<file path="config.mk">
export PLATFORM = sky130hd
export DESIGN_NAME = hwpe_stream_tcdm_rr_arbiter_flat
export DESIGN_NICKNAME = d
export VERILOG_FILES = /design/src/rtl/hwpe_stream_tcdm_rr_arbiter_if.sv /design/src/rtl/hwpe_stream_tcdm_rr_arbiter.sv /design/src/flat_wrapper.sv
export SDC_FILE = /design/constraint.sdc
export NUM_CORES = 1
export LEC_CHECK = 0
export ABC_CLOCK_PERIOD_IN_PS = 2400
export CAP_MARGIN = 20
export CORE_AREA = 10 10 208 210
export DETAILED_ROUTE_END_ITERATION = 10
export DIE_AREA = 0 0 218 220
export REMOVE_ABC_BUFFERS = 1
export SYNTH_ARGS = -nofsm -noshare
export SYNTH_HDL_FRONTEND = slang
export SYNTH_SLANG_ARGS = --single-unit
</file>
<file path="constraint.sdc">
create_clock -name clk_i -period 2.4 [get_ports clk_i]
set_input_delay 0.24 -clock clk_i [delete_from_list [all_inputs] [get_ports clk_i]]
set_output_delay 0.24 -clock clk_i [all_outputs]
set_load 0.1 [all_outputs]
</file>
<file path="src/rtl/hwpe_stream_tcdm_rr_arbiter_if.sv">
// Bus bundle for the TCDM round-robin arbiter: NB_IN requester ports on one
// side, a single shared TCDM master port on the other.
// The slave modport is the arbiter's view; the master modport is the view of
// the surrounding environment (requesters plus memory).
interface hwpe_stream_tcdm_rr_arbiter_if #(
  parameter int NB_IN      = 4,
  parameter int ADDR_WIDTH = 32,
  parameter int DATA_WIDTH = 32
);
  localparam int BE_WIDTH = DATA_WIDTH / 8;

  // requester side
  logic [NB_IN-1:0]            in_req_i;
  logic [NB_IN-1:0]            in_gnt_o;
  logic [NB_IN*ADDR_WIDTH-1:0] in_add_i;
  logic [NB_IN-1:0]            in_wen_i;
  logic [NB_IN*BE_WIDTH-1:0]   in_be_i;
  logic [NB_IN*DATA_WIDTH-1:0] in_data_i;
  logic [NB_IN*DATA_WIDTH-1:0] in_r_data_o;
  logic [NB_IN-1:0]            in_r_valid_o;

  // shared memory side
  logic                        out_req_o;
  logic                        out_gnt_i;
  logic [ADDR_WIDTH-1:0]       out_add_o;
  logic                        out_wen_o;
  logic [BE_WIDTH-1:0]         out_be_o;
  logic [DATA_WIDTH-1:0]       out_data_o;
  logic [DATA_WIDTH-1:0]       out_r_data_i;
  logic                        out_r_valid_i;

  modport slave (
    input  in_req_i, in_add_i, in_wen_i, in_be_i, in_data_i,
    input  out_gnt_i, out_r_data_i, out_r_valid_i,
    output in_gnt_o, in_r_data_o, in_r_valid_o,
    output out_req_o, out_add_o, out_wen_o, out_be_o, out_data_o
  );

  modport master (
    output in_req_i, in_add_i, in_wen_i, in_be_i, in_data_i,
    output out_gnt_i, out_r_data_i, out_r_valid_i,
    input  in_gnt_o, in_r_data_o, in_r_valid_o,
    input  out_req_o, out_add_o, out_wen_o, out_be_o, out_data_o
  );
endinterface

</file>
<file path="src/rtl/hwpe_stream_tcdm_rr_arbiter.sv">
// Round-robin arbiter sharing one TCDM master port between NB_IN requesters.
// Read responses are steered back through an in-order FIFO of requester IDs,
// so memory response latency may vary. The FIFO full flag is registered so
// there is no combinational path from out_r_valid_i to out_req_o.
// Optional: define HWPE_TCDM_ARB_STALL_CNT_EN to build the saturating
// contention counter on stall_cnt_o (tied to 0 otherwise).
module hwpe_stream_tcdm_rr_arbiter #(
  parameter int NB_IN           = 4,
  parameter int MAX_OUTSTANDING = 2,
  parameter int ADDR_WIDTH      = 32,
  parameter int DATA_WIDTH      = 32
) (
  input  logic                         clk_i,
  input  logic                         rst_ni,
  input  logic                         clear_i,
  hwpe_stream_tcdm_rr_arbiter_if.slave bus,
  output logic                         busy_o,
  output logic [31:0]                  stall_cnt_o
);

  localparam int BE_WIDTH = DATA_WIDTH / 8;
  localparam int ID_W     = $clog2(NB_IN);
  localparam int PTR_W    = (MAX_OUTSTANDING > 1) ? $clog2(MAX_OUTSTANDING) : 1;
  localparam int CNT_W    = $clog2(MAX_OUTSTANDING + 1);

  typedef logic [ID_W-1:0]  id_t;
  typedef logic [PTR_W-1:0] ptr_t;

  localparam id_t              LAST_ID  = id_t'(NB_IN - 1);
  localparam ptr_t             LAST_PTR = ptr_t'(MAX_OUTSTANDING - 1);
  localparam logic [CNT_W-1:0] FULL_CNT = CNT_W'(MAX_OUTSTANDING);

  // (base + off) mod NB_IN for off in [0, NB_IN)
  function automatic id_t rr_idx(input id_t base, input int off);
    int sum;
    sum = int'(base) + off;
    if (sum >= NB_IN) sum = sum - NB_IN;
    return id_t'(sum);
  endfunction

  function automatic ptr_t ptr_inc(input ptr_t p);
    return (p == LAST_PTR) ? '0 : ptr_t'(p + 1'b1);
  endfunction

  id_t              rr_reg;
  id_t              winner;
  ptr_t             wr_ptr_reg, rd_ptr_reg;
  logic [CNT_W-1:0] cnt_reg, cnt_next;
  logic             fifo_full_reg, fifo_empty_reg;
  id_t              id_mem [MAX_OUTSTANDING];
  id_t              head_id;
  logic             any_req, handshake, push, pop;
  logic [NB_IN-1:0] gnt_vec, rvalid_vec;

  logic [ADDR_WIDTH-1:0] add_arr  [NB_IN];
  logic [BE_WIDTH-1:0]   be_arr   [NB_IN];
  logic [DATA_WIDTH-1:0] data_arr [NB_IN];

  for (genvar gi = 0; gi < NB_IN; gi++) begin : g_unpack
    assign add_arr[gi]  = bus.in_add_i[gi*ADDR_WIDTH +: ADDR_WIDTH];
    assign be_arr[gi]   = bus.in_be_i[gi*BE_WIDTH +: BE_WIDTH];
    assign data_arr[gi] = bus.in_data_i[gi*DATA_WIDTH +: DATA_WIDTH];
  end

  // Winner: first requester at or after rr_reg, wrapping around.
  // Scanning offsets downwards lets the smallest offset overwrite last.
  always_comb begin
    winner = rr_reg;
    for (int off = NB_IN - 1; off >= 0; off--) begin
      if (bus.in_req_i[rr_idx(rr_reg, off)]) winner = rr_idx(rr_reg, off);
    end
  end

  assign any_req   = |bus.in_req_i;
  assign handshake = bus.out_req_o & bus.out_gnt_i;
  assign push      = handshake & bus.in_wen_i[winner];
  assign pop       = bus.out_r_valid_i & ~fifo_empty_reg;
  assign head_id   = id_mem[rd_ptr_reg];

  assign bus.out_req_o  = any_req & ~fifo_full_reg;
  assign bus.out_add_o  = add_arr[winner];
  assign bus.out_wen_o  = bus.in_wen_i[winner];
  assign bus.out_be_o   = be_arr[winner];
  assign bus.out_data_o = data_arr[winner];
  assign bus.in_r_data_o = {NB_IN{bus.out_r_data_i}};
  assign bus.in_gnt_o     = gnt_vec;
  assign bus.in_r_valid_o = rvalid_vec;
  assign busy_o           = any_req | ~fifo_empty_reg;

  // One-hot grant to the winner and one-hot response to the FIFO head.
  always_comb begin
    gnt_vec             = '0;
    rvalid_vec          = '0;
    gnt_vec[winner]     = handshake;
    rvalid_vec[head_id] = pop;
  end

  // FIFO occupancy: a simultaneous push and pop leaves it unchanged.
  always_comb begin
    cnt_next = cnt_reg;
    case ({push, pop})
      2'b10:   cnt_next = cnt_reg + 1'b1;
      2'b01:   cnt_next = cnt_reg - 1'b1;
      default: cnt_next = cnt_reg;
    endcase
  end

  // Arbitration pointer and FIFO control; clear overrides any handshake update.
  always_ff @(posedge clk_i or negedge rst_ni) begin
    if (!rst_ni) begin
      rr_reg         <= '0;
      wr_ptr_reg     <= '0;
      rd_ptr_reg     <= '0;
      cnt_reg        <= '0;
      fifo_full_reg  <= 1'b0;
      fifo_empty_reg <= 1'b1;
    end else if (clear_i) begin
      rr_reg         <= '0;
      wr_ptr_reg     <= '0;
      rd_ptr_reg     <= '0;
      cnt_reg        <= '0;
      fifo_full_reg  <= 1'b0;
      fifo_empty_reg <= 1'b1;
    end else begin
      if (handshake) rr_reg <= (winner == LAST_ID) ? '0 : id_t'(winner + 1'b1);
      if (push)      wr_ptr_reg <= ptr_inc(wr_ptr_reg);
      if (pop)       rd_ptr_reg <= ptr_inc(rd_ptr_reg);
      cnt_reg        <= cnt_next;
      fifo_full_reg  <= (cnt_next == FULL_CNT);
      fifo_empty_reg <= (cnt_next == '0);
    end
  end

  // ID storage; stale entries are harmless because the pointers gate access.
  always_ff @(posedge clk_i) begin
    if (push) id_mem[wr_ptr_reg] <= winner;
  end

`ifdef HWPE_TCDM_ARB_STALL_CNT_EN
  logic [31:0] stall_cnt_reg;
  logic        stalled;

  assign stalled     = |(bus.in_req_i & ~gnt_vec);
  assign stall_cnt_o = stall_cnt_reg;

  // Saturating count of cycles in which some requester waits.
  always_ff @(posedge clk_i or negedge rst_ni) begin
    if (!rst_ni) begin
      stall_cnt_reg <= '0;
    end else if (clear_i) begin
      stall_cnt_reg <= '0;
    end else if (stalled && (stall_cnt_reg != 32'hFFFF_FFFF)) begin
      stall_cnt_reg <= stall_cnt_reg + 32'd1;
    end
  end
`else
  assign stall_cnt_o = '0;
`endif

endmodule

</file>
<file path="src/flat_wrapper.sv">
// flat-port wrapper written by rule: the top's interface ports become plain ports
module hwpe_stream_tcdm_rr_arbiter_flat 
#(
  parameter int NB_IN           = 4,
  parameter int MAX_OUTSTANDING = 2,
  parameter int ADDR_WIDTH      = 32,
  parameter int DATA_WIDTH      = 32
)
  (clk_i, rst_ni, clear_i, busy_o, stall_cnt_o, bus_in_req_i, bus_in_add_i, bus_in_wen_i, bus_in_be_i, bus_in_data_i, bus_out_gnt_i, bus_out_r_data_i, bus_out_r_valid_i, bus_in_gnt_o, bus_in_r_data_o, bus_in_r_valid_o, bus_out_req_o, bus_out_add_o, bus_out_wen_o, bus_out_be_o, bus_out_data_o);
  hwpe_stream_tcdm_rr_arbiter_if #(.NB_IN(NB_IN), .ADDR_WIDTH(ADDR_WIDTH), .DATA_WIDTH(DATA_WIDTH)) bus_i ();
  input  logic clk_i;
  input  logic rst_ni;
  input  logic clear_i;
  output logic busy_o;
  output logic [31:0] stall_cnt_o;
  input wire logic [$bits(bus_i.in_req_i)-1:0] bus_in_req_i;
  input wire logic [$bits(bus_i.in_add_i)-1:0] bus_in_add_i;
  input wire logic [$bits(bus_i.in_wen_i)-1:0] bus_in_wen_i;
  input wire logic [$bits(bus_i.in_be_i)-1:0] bus_in_be_i;
  input wire logic [$bits(bus_i.in_data_i)-1:0] bus_in_data_i;
  input wire logic [$bits(bus_i.out_gnt_i)-1:0] bus_out_gnt_i;
  input wire logic [$bits(bus_i.out_r_data_i)-1:0] bus_out_r_data_i;
  input wire logic [$bits(bus_i.out_r_valid_i)-1:0] bus_out_r_valid_i;
  output wire logic [$bits(bus_i.in_gnt_o)-1:0] bus_in_gnt_o;
  output wire logic [$bits(bus_i.in_r_data_o)-1:0] bus_in_r_data_o;
  output wire logic [$bits(bus_i.in_r_valid_o)-1:0] bus_in_r_valid_o;
  output wire logic [$bits(bus_i.out_req_o)-1:0] bus_out_req_o;
  output wire logic [$bits(bus_i.out_add_o)-1:0] bus_out_add_o;
  output wire logic [$bits(bus_i.out_wen_o)-1:0] bus_out_wen_o;
  output wire logic [$bits(bus_i.out_be_o)-1:0] bus_out_be_o;
  output wire logic [$bits(bus_i.out_data_o)-1:0] bus_out_data_o;
  assign bus_i.in_req_i = bus_in_req_i;
  assign bus_i.in_add_i = bus_in_add_i;
  assign bus_i.in_wen_i = bus_in_wen_i;
  assign bus_i.in_be_i = bus_in_be_i;
  assign bus_i.in_data_i = bus_in_data_i;
  assign bus_i.out_gnt_i = bus_out_gnt_i;
  assign bus_i.out_r_data_i = bus_out_r_data_i;
  assign bus_i.out_r_valid_i = bus_out_r_valid_i;
  assign bus_in_gnt_o = bus_i.in_gnt_o;
  assign bus_in_r_data_o = bus_i.in_r_data_o;
  assign bus_in_r_valid_o = bus_i.in_r_valid_o;
  assign bus_out_req_o = bus_i.out_req_o;
  assign bus_out_add_o = bus_i.out_add_o;
  assign bus_out_wen_o = bus_i.out_wen_o;
  assign bus_out_be_o = bus_i.out_be_o;
  assign bus_out_data_o = bus_i.out_data_o;
  hwpe_stream_tcdm_rr_arbiter #(.NB_IN(NB_IN), .MAX_OUTSTANDING(MAX_OUTSTANDING), .ADDR_WIDTH(ADDR_WIDTH), .DATA_WIDTH(DATA_WIDTH)) u_core (.clk_i(clk_i), .rst_ni(rst_ni), .clear_i(clear_i), .bus(bus_i), .busy_o(busy_o), .stall_cnt_o(stall_cnt_o));
endmodule
</file>
==> impl_metrics.py <==
metrics = {
    "timing": {
        "hold_viol": 0,
        "max_freq_ghz": 0.3616,
        "period_share_pct": 115.2,
        "final-setup-viol-count": 75,
        "fin_crit_ns": 2.766,
        "maxSlewViolCount": 0,
        "skew_ns": 0.002944,
        "worst_slack_ns": -0.3657,
        "rsz0062_at_grt": "true",
    },
    "drt": {
        "antenna_violating_nets_post_route": 0,
        "first_iter_violations": 117,
        "drc": 0,
        "dr.pass1.iters": 6,
        "wire_per_inst_um": 23.28,
        "routed_wl_mm": 26.31,
        "vias": 3779,
        "avgViaCountPerCell": 3.344,
    },
    "cts": {
        "cts_tree": "done",
        "cts_buffers": 3,
        "ctsRootBufferMaster": "clkbuf_16",
        "clk_latency_ns": 0.24,
        "clk_pin_slew_ns": 0.05,
        "cts_sinks": 12,
        "htree_levels": 1,
        "clock_path_buffers": 2,
    },
    "finish": {
        "post-route-cell-area_um2": 8429,
        "drive_above_1_share_pct": 38.68,
        "area_delta_synth_final_pct": 126.8,
        "antenna_cells": 0,
        "largest_reg_flops": 4,
        "nets": 928,
        "layout_commonest_cell": "clkdlybuf4s50_1",
        "layout_common_cells": "280 x clkdlybuf4s50_1, 89 x buf_12, 68 x mux4_2",
        "final_cells": 1130,
    },
    "yosys": {
        "yosysWarningCount": 0,
        "syn_inst": 332,
        "async_reset_ff_share_pct": 66.67,
        "synth_edf_count": 4,
        "synth_area_leaders": "mux4_2 37%, buf_4 32%, mux4_1 4.9%, dfrtp_1 4.7%, edfxtp_1 3.2%",
        "yosysTopAreaCell": "mux4_2",
        "synthesis.area_um2": 3716,
        "synth.distinct_cells": 40,
        "synth_top_area_share_pct": 36.97,
        "avgSynthCellArea_um2": 11.19,
        "synth-seq-cells": 12,
        "synth_flop_cell": "dfrtp_1",
        "seq_area_frac_synth_pct": 8.653,
    },
    "global_routing": {
        "grt_overflow_total": 0,
        "track_usage_pct": 10.14,
        "first_global_vias": 4475,
        "antenna_found_initial": 2,
        "grt_max_degree": 37,
        "grt_pass1_wl_mm": 34.94,
    },
    "floorplan": {
        "die_y_um": 220,
        "die_w_um": 218,
        "die_area_um2": 47960,
        "boundaryPins": 556,
        "core_um2": 39280,
        "floorplan.rows": 73,
        "start_util_pct": 9.462,
    },
    "outcome": {
        "status": "finished with violations",
        "violations": "negative setup slack",
    },
    "critical_path": {
        "worstSetupStartpoint": "u_core.rr_reg[1]",
        "r2r_start": "u_core.rr_reg[1]",
        "cp-start-kind": "register",
        "critPathArrivalTime_ns": 2.53,
        "endpoint_kind": "output port",
        "crit_fanout": 7,
        "worstPathRequired_ns": 2.16,
        "timing.setup.critical_path_class": "reg2out",
    },
    "hold_path": {
        "min_path_type": "in2async",
    },
    "place": {
        "placed_area_um2": 7906,
        "place_ws_ns": -0.8608,
        "dp.cells": 1108,
        "gp_congestion": 0.8050,
        "place.port_buffers": 363,
        "dp_hpwl_mm": 23.23,
    },
    "pwr": {
        "p_per_area_nw_per_um2": 847.4,
        "p_leak_nw": 3.127,
        "peakVddDrop_mv": 0.4390,
    },
    "flow_run": {
        "cap_violations": 0,
    },
}
metrics by stage:
| step | total power [mW] | hold WS, ns | TNS (ns) | utilization [%] |
|---|---|---|---|---|
| after floorplan | 3.961 | -0.05559 | -229.45 | - |
| after global placement | 6.484 | 0.4819 | -41.57 | 20.13 |
| after detailed placement | 6.505 | 0.4819 | -40.20 | 20.13 |
| after CTS | 7.223 | 0.3201 | -22.73 | 21.30 |
| after global routing | 7.411 | 0.3194 | -30.01 | 21.46 |
| final | 7.143 | 0.2933 | -22.14 | 21.46 |
worst max-delay path, stage by stage (launching register included):
cell,delay [ns]
dfrtp_1,0.38
and3b_2,0.24
a2111oi_4,0.27
nand2b_4,0.23
buf_6,0.12
buf_12,0.13
buf_12,0.13
mux4_2,0.56
buf_12,0.20
repair_timing:
action                                 CTS  global route
buffers inserted                        13             8
gates cloned                             3             0
hold buffers                             0             0
pin swaps                                5             9
gates resized for setup                 61            22
setup endpoints to repair               81            79
endpoints found under the hold margin    0             0
power by group:
part,switching [mW],leakage (nW),internal [mW]
combinational,3.83,2.94,2.67
sequential,0.0432,0.142,0.265
clock,0.0903,0.0442,0.252
final timing paths:
kind                                          to  slack [ns]  cells past startpoint
setup / recovery               bus_out_data_o[8]       -0.37                      8
hold / removal                 u_core.wr_ptr_reg        0.29                      1
setup reg to reg            u_core.fifo_full_reg       -0.29                     13
hold reg to reg                u_core.cnt_reg[1]        0.57                      2
max in group asynchronous  u_core.fifo_empty_reg        1.79                      1
min in group clk_i           bus_in_r_data_o[49]        0.48                      0
per-layer routing:
layer	wire length [um]	up-vias	track usage [%]
met5	91	-	1.873
met2	11530	356	14.82
met3	4104	18	7.075
met4	213	6	1.018
li1	-	1576	-
met1	10370	1823	12.14
cell usage after synthesis (2+ instances only):
cell type / number
mux4_2: 61
dfrtp_1: 7
nor3_1: 2
nand2_1: 3
mux4_1: 7
and2_1: 3
o21ai_0: 3
nand2b_1: 2
buf_4: 160
and3_1: 4
buf_2: 9
edfxtp_1: 4
xor2_1: 2
ha_1: 5
mux2i_1: 4
a21oi_1: 4
buf_6: 7
nor2b_1: 3
inv_1: 8
nor2_1: 14
area by class of cell:
type / count / area, um2
inverter: 8 / 32.53
clock buffer: 4 / 88.84
sequential: 12 / 321.6
timing repair buffer: 416 / 5049
fill: 4229 / 30850
tap: 525 / 656.9
multi-input combinational: 165 / 2281
cell families (layout without fill, tap and decap cells):
family | count (synthesis) | in the layout | synth area share [%]
xor gates and xnor gates | 3 | 3 | 0.7072
and+or+nand+nor | 38 | 38 | 5.421
buffers and inverters | 186 | 428 | 37.10
DFF | 12 | 12 | 8.654
adders and majority gates | 5 | 5 | 1.684
muxes | 73 | 73 | 43.40
AOI/OAI and AO/OA | 14 | 14 | 2.929
other | 1 | 32 | 0.1009
No activity file was read; power rests on OpenSTA's default activity.
